File: src/rtl/par8_pkg.sv
// Shared constants for the par8 parallel bus: command opcodes, master FSM encoding
// and the default bus clock divider used by the master and the FPGA-side benches.
package par8_pkg;

    localparam logic OP_WRITE = 1'b0;
    localparam logic OP_READ  = 1'b1;

    localparam int unsigned DefaultClkDiv = 4;

    typedef logic [1:0] state_t;

    localparam state_t StIdle = 2'd0;
    localparam state_t StTurn = 2'd1;
    localparam state_t StLow  = 2'd2;
    localparam state_t StHigh = 2'd3;

endpackage

File: src/rtl/sync2.sv
// Parameterised-width two-flop synchroniser for asynchronous status inputs.
module sync2 #(
    parameter int unsigned Width = 2
) (
    input  logic             clk,
    input  logic             reset,
    input  logic [Width-1:0] d_i,
    output logic [Width-1:0] q_o
);

    logic [Width-1:0] meta_q;
    logic [Width-1:0] sync_q;

    always_ff @(posedge clk) begin
        if (!reset) begin
            meta_q <= '0;
            sync_q <= '0;
        end else begin
            meta_q <= d_i;
            sync_q <= meta_q;
        end
    end

    assign q_o = sync_q;

endmodule

File: src/rtl/par8_master.sv
// Host-side initiator for the par8 bus: turns byte commands into bus_clk/bus_rnw/bus_data
// cycles and synchronises the FPGA's done/match status lines into the clk domain.
module par8_master
    import par8_pkg::*;
#(
    parameter int unsigned CLK_DIV = DefaultClkDiv
) (
    input  logic       clk,
    input  logic       reset,
    input  logic       cmd_valid,
    input  logic       cmd_op,
    input  logic [7:0] cmd_wdata,
    output logic       cmd_ready,
    output logic [7:0] rd_data,
    output logic       rd_valid,
    output logic       bus_clk,
    output logic       bus_rnw,
    output logic [7:0] bus_data_o,
    output logic       bus_data_oe,
    input  logic [7:0] bus_data_i,
    input  logic       bus_done,
    input  logic       bus_match,
    output logic       done_sync,
    output logic       match_sync
);

    localparam int unsigned     CntW    = $clog2(CLK_DIV + 1);
    localparam logic [CntW-1:0] CntLoad = CntW'(CLK_DIV - 1);

    state_t          state_q, state_d;
    logic [CntW-1:0] cnt_q, cnt_d;
    logic            rnw_q, rnw_d;
    logic [7:0]      wdata_q, wdata_d;
    logic [7:0]      rd_data_q, rd_data_d;
    logic            rd_valid_q, rd_valid_d;
    logic            ready_q, ready_d;
    logic            bus_clk_q, bus_clk_d;
    logic            oe_q, oe_d;
    logic            accept;
    logic            phase_end;
    logic [1:0]      status_sync;

    assign accept    = cmd_valid && ready_q;
    assign phase_end = (cnt_q == '0);

    always_comb begin
        state_d    = state_q;
        cnt_d      = phase_end ? cnt_q : cnt_q - CntW'(1);
        rnw_d      = rnw_q;
        wdata_d    = wdata_q;
        rd_data_d  = rd_data_q;
        rd_valid_d = 1'b0;
        unique case (state_q)
            StIdle: begin
                if (accept) begin
                    cnt_d = CntLoad;
                    if (cmd_op == OP_WRITE) begin
                        wdata_d = cmd_wdata;
                    end
                    // Direction flips only here, while bus_clk and oe are both low.
                    if (cmd_op != rnw_q) begin
                        rnw_d   = cmd_op;
                        state_d = StTurn;
                    end else begin
                        state_d = StLow;
                    end
                end
            end
            StTurn: begin
                if (phase_end) begin
                    state_d = StLow;
                    cnt_d   = CntLoad;
                end
            end
            StLow: begin
                if (phase_end) begin
                    state_d = StHigh;
                    cnt_d   = CntLoad;
                end
            end
            StHigh: begin
                if (phase_end) begin
                    state_d = StIdle;
                    if (rnw_q == OP_READ) begin
                        rd_data_d  = bus_data_i;
                        rd_valid_d = 1'b1;
                    end
                end
            end
            default: state_d = StIdle;
        endcase
    end

    // Pin-facing strobes are registered from the next state so they never glitch.
    always_comb begin
        ready_d   = (state_d == StIdle);
        bus_clk_d = (state_d == StHigh);
        oe_d      = ((state_d == StLow) || (state_d == StHigh)) && (rnw_d == OP_WRITE);
    end

    always_ff @(posedge clk) begin
        if (!reset) begin
            state_q    <= StIdle;
            cnt_q      <= '0;
            rnw_q      <= OP_WRITE;
            wdata_q    <= '0;
            rd_data_q  <= '0;
            rd_valid_q <= 1'b0;
            ready_q    <= 1'b0;
            bus_clk_q  <= 1'b0;
            oe_q       <= 1'b0;
        end else begin
            state_q    <= state_d;
            cnt_q      <= cnt_d;
            rnw_q      <= rnw_d;
            wdata_q    <= wdata_d;
            rd_data_q  <= rd_data_d;
            rd_valid_q <= rd_valid_d;
            ready_q    <= ready_d;
            bus_clk_q  <= bus_clk_d;
            oe_q       <= oe_d;
        end
    end

    sync2 #(
        .Width (2)
    ) u_status_sync (
        .clk   (clk),
        .reset (reset),
        .d_i   ({bus_done, bus_match}),
        .q_o   (status_sync)
    );

    assign cmd_ready   = ready_q;
    assign rd_data     = rd_data_q;
    assign rd_valid    = rd_valid_q;
    assign bus_clk     = bus_clk_q;
    assign bus_rnw     = rnw_q;
    assign bus_data_o  = wdata_q;
    assign bus_data_oe = oe_q;
    assign done_sync   = status_sync[1];
    assign match_sync  = status_sync[0];

endmodule
File: config.mk
export PLATFORM = sky130hd
export DESIGN_NAME = par8_master
export DESIGN_NICKNAME = d
export VERILOG_FILES = /design/src/rtl/par8_pkg.sv /design/src/rtl/sync2.sv /design/src/rtl/par8_master.sv
export SDC_FILE = /design/constraint.sdc
export NUM_CORES = 1
export LEC_CHECK = 0
export ABC_AREA = 1
export CORE_ASPECT_RATIO = 1.25
export CORE_MARGIN = 5
export CORE_UTILIZATION = 40
export DETAILED_ROUTE_END_ITERATION = 10
export GPL_ROUTABILITY_DRIVEN = 0
export PLACE_DENSITY = 0.79
export SLEW_MARGIN = 0
export SYNTH_ARGS = -nofsm -noshare
export SYNTH_HDL_FRONTEND = slang
export SYNTH_SLANG_ARGS = --single-unit
File: constraint.sdc
create_clock -name clk -period 1.7 [get_ports clk]
set_input_delay 0.17 -clock clk [delete_from_list [all_inputs] [get_ports clk]]
set_output_delay 0.17 -clock clk [all_outputs]
set_load 0.02 [all_outputs]
==> results.yml <==
outcome:
  status: "finished, final reports clean"
floorplan:
  boundaryPins: 45
  coreArea_mm2: 0.003000
  die_area_mm2: 0.004402
  num_rows: 22
  die_w_um: 60.35
  initial_core_util_pct: 42.24
  die_h_um: 72.94
worst_setup_path:
  cp_slowest_stage_delay_ns: 0.65
  arrival_ns: 1.41
  startpoint_type: "flip-flop"
  path_buf_inv: 1
  r2r_slack_ns: 0.20
  path_class: "flip-flop to output port"
  cp_cell_sequence: "clkdlybuf4s50_1"
  required_ns: 1.53
  r2r-end: "bus_data_oe"
  crit_path_end_kind: "output port"
  timing.rr.start: "state_q[1]"
  slowest_stage: "clkdlybuf4s50_1"
  reg2reg_depth: 10
  cp_top_family: "buffers and inverters"
  cp_max_fo: 5
routing:
  vias_per_cell: 4.535
  routed_wl_mm: 2.687
  routed-via-count: 1152
  dr.pass1.iters: 4
  drc: 0
  avgRoutedWirePerCell_um: 10.58
  drt_iter0_markers: 19
  ant_nets: 0
clock_tree:
  insertion_delay_ns: 0.32
  cts-root-buf: "clkbuf_4"
  cts_buffer_depth: 2
  cts_tree: "yes"
  htree_levels: 2
  clk_pin_slew_worst_paths_ns: 0.08
  numCtsBuffers: 5
  clock-sinks: 30
  postCtsSetupRepairBufs: 0
  cts_resized: 0
  postCtsHoldBufs: 0
timing:
  fmax_mhz: 631.6
  fin_crit_ns: 1.583
  grt_setup_unrepaired: "false"
  period_share_pct: 93.13
  finClkSkew_ns: 0.005900
  slew_headroom_pct: 83.66
  finalSetupViolations: 0
  holdWs_ns: 0.3784
  worstMarginPinSlew_ns: 0.2448
  slew_violations: 0
  tns_ns: 0
  hold_viol: 0
yosys:
  synth_seq_area_share_pct: 47.38
  netlist_area_mm2: 0.001267
  synth_cell_types: 20
  ys_warn_count: 0
  syn_inst: 166
  avgSynthCellArea_um2: 7.635
  synthesis.nets: 196
  synth-seq-cells: 30
grt:
  antenna_found_initial: 0
  gr-usage-all-layers_pct: 13.03
  globalRouteMet2Util_pct: 22.36
  use_met1_pct: 13.78
  grt-busiest-layer: "met2"
  grt_pass1_wl_mm: 4.347
  grtUsageMet3_pct: 4.425
  grt_max_degree: 25
  grt_overflow: 0
  grt_pass1_vias: 1072
flow_run:
  cap_violations: 0
placement:
  dp_hpwl_mm: 2.076
  dpl_cell_area_mm2: 0.001760
  io_buffers: 44
min_path:
  hold_path_class: "input port to flip-flop"
  hold_start: "bus_done"
  whs_path_depth: 3
  holdPathEnd: "u_status_sync.meta_q[1]"
finish:
  syn_to_final_growth_pct: 44.82
  postLayoutCellArea_mm2: 0.001836
  antenna_cells: 0
  drive_gt1_share_pct: 7.798
  fin_nets: 247
  fillers: 269
power_and_ir_drop:
  p_per_area_mw_per_mm2: 1393
  p_leak_nw: 0.8579
  max-vdd-ir-drop_mv: 0.9762
cell usage after synthesis:
cell	count	area share, %
a21boi_0	1	0.59
a21oi_1	3	1.2
a31oi_1	1	0.49
clkbuf_1	2	0.59
dfxtp_1	30	47
ha_1	8	7.9
inv_1	19	5.6
inv_2	2	0.59
inv_4	1	0.49
nand2_1	30	8.9
nand3_1	3	1.2
nand3_2	1	0.79
nor2_1	41	12
nor2_4	1	0.89
nor2_8	1	1.6
o211ai_1	1	0.59
o21ai_0	17	6.7
o21ai_2	1	0.69
or2_2	2	0.99
xor2_1	1	0.69
worst max path at each step:
stage               startpoint           to  slack (ns)  cells past startpoint
global route           bus_rnw      bus_rnw        0.03                      1
finish                 bus_rnw      bus_rnw        0.12                      1
detailed placement  state_q[1]  bus_data_oe        0.21                     10
global placement     cmd_valid  bus_data_oe        0.25                      9
floorplan           state_q[0]  bus_data_oe        0.39                     10
CTS                    bus_rnw      bus_rnw        0.09                      1
registers in the layout, summed over array words and instances, names as in the netlist:
name / cells
bus_data_oe: 1
cmd_ready: 1
bus_rnw: 1
rd_valid: 1
state_q: 2
rd_data: 8
u_status_sync.meta_q: 2
bus_clk: 1
u_status_sync.q_o: 2
bus_data_o: 8
cnt_q: 3
per-layer routing:
layer / up-vias / wire length (µm) / part of all wire, %
li1: 614 / - / -
met1: 495 / 1083 / 40
met2: 39 / 1378 / 51
met3: 4 / 181 / 6.7
met4: 0 / 44 / 1.6
met5: - / 0 / 0
layout by cell type (no fill, tap or decap):
cell type,n
inv_4,1
clkbuf_1,2
nand2_1,30
clkbuf_4,5
nand3_2,1
buf_4,2
nor2_1,41
or2_2,2
xor2_1,1
inv_1,19
bufinv_16,1
nand3_1,3
o21ai_0,17
ha_1,8
nor2_8,1
clkdlybuf4s50_1,44
o211ai_1,1
o21ai_2,1
a21boi_0,1
a21oi_1,3
dfxtp_1,30
nor2_4,1
a31oi_1,1
inv_2,2
layout make-up:
cell class | instances | area (µm²) | share of cell area, %
flip-flops and latches | 30 | 600.6 | 32.72
multi-input cells | 112 | 574.3 | 31.29
repair buffers | 46 | 455.4 | 24.81
inverters | 22 | 85.08 | 4.635
clock buffers | 7 | 45.04 | 2.454
well taps | 36 | 45.04 | 2.454
clock inverters | 1 | 30.03 | 1.636
through the flow:
| stage | worst slack, ns | std cells | power, W | utilization (%) |
|---|---|---|---|---|
| finish | 0.1168 | 254 | 0.002557 | 61.18 |
| global route | 0.03421 | 254 | 0.002766 | 61.18 |
| CTS | 0.09278 | 254 | 0.002598 | 61.18 |
| detailed placement | 0.2118 | 246 | 0.002040 | 58.67 |
| global placement | 0.2465 | 246 | 0.002014 | 58.67 |
| floorplan | 0.3934 | 166 | 0.001701 | - |
where the power goes:
| part | internal [W] | switching [W] |
|---|---|---|
| sequential | 0.000830 | 0.0000876 |
| clock | 0.000312 | 0.000222 |
| combinational | 0.000462 | 0.000644 |
cells by family (layout without fill, tap and decap cells):
kind of cell               after synthesis  count (layout)  share of synthesized area, %
xor gates and xnor gates                 1               1                        0.6911
adders and majority gates                8               8                         7.898
buffers and inverters                   24              76                         7.306
AOI/OAI and AO/OA                       24              24                         10.27
DFF                                     30              30                         47.38
and+or+nand+nor                         79              79                         26.46
Note: power is estimated with default switching activity, not from simulation.
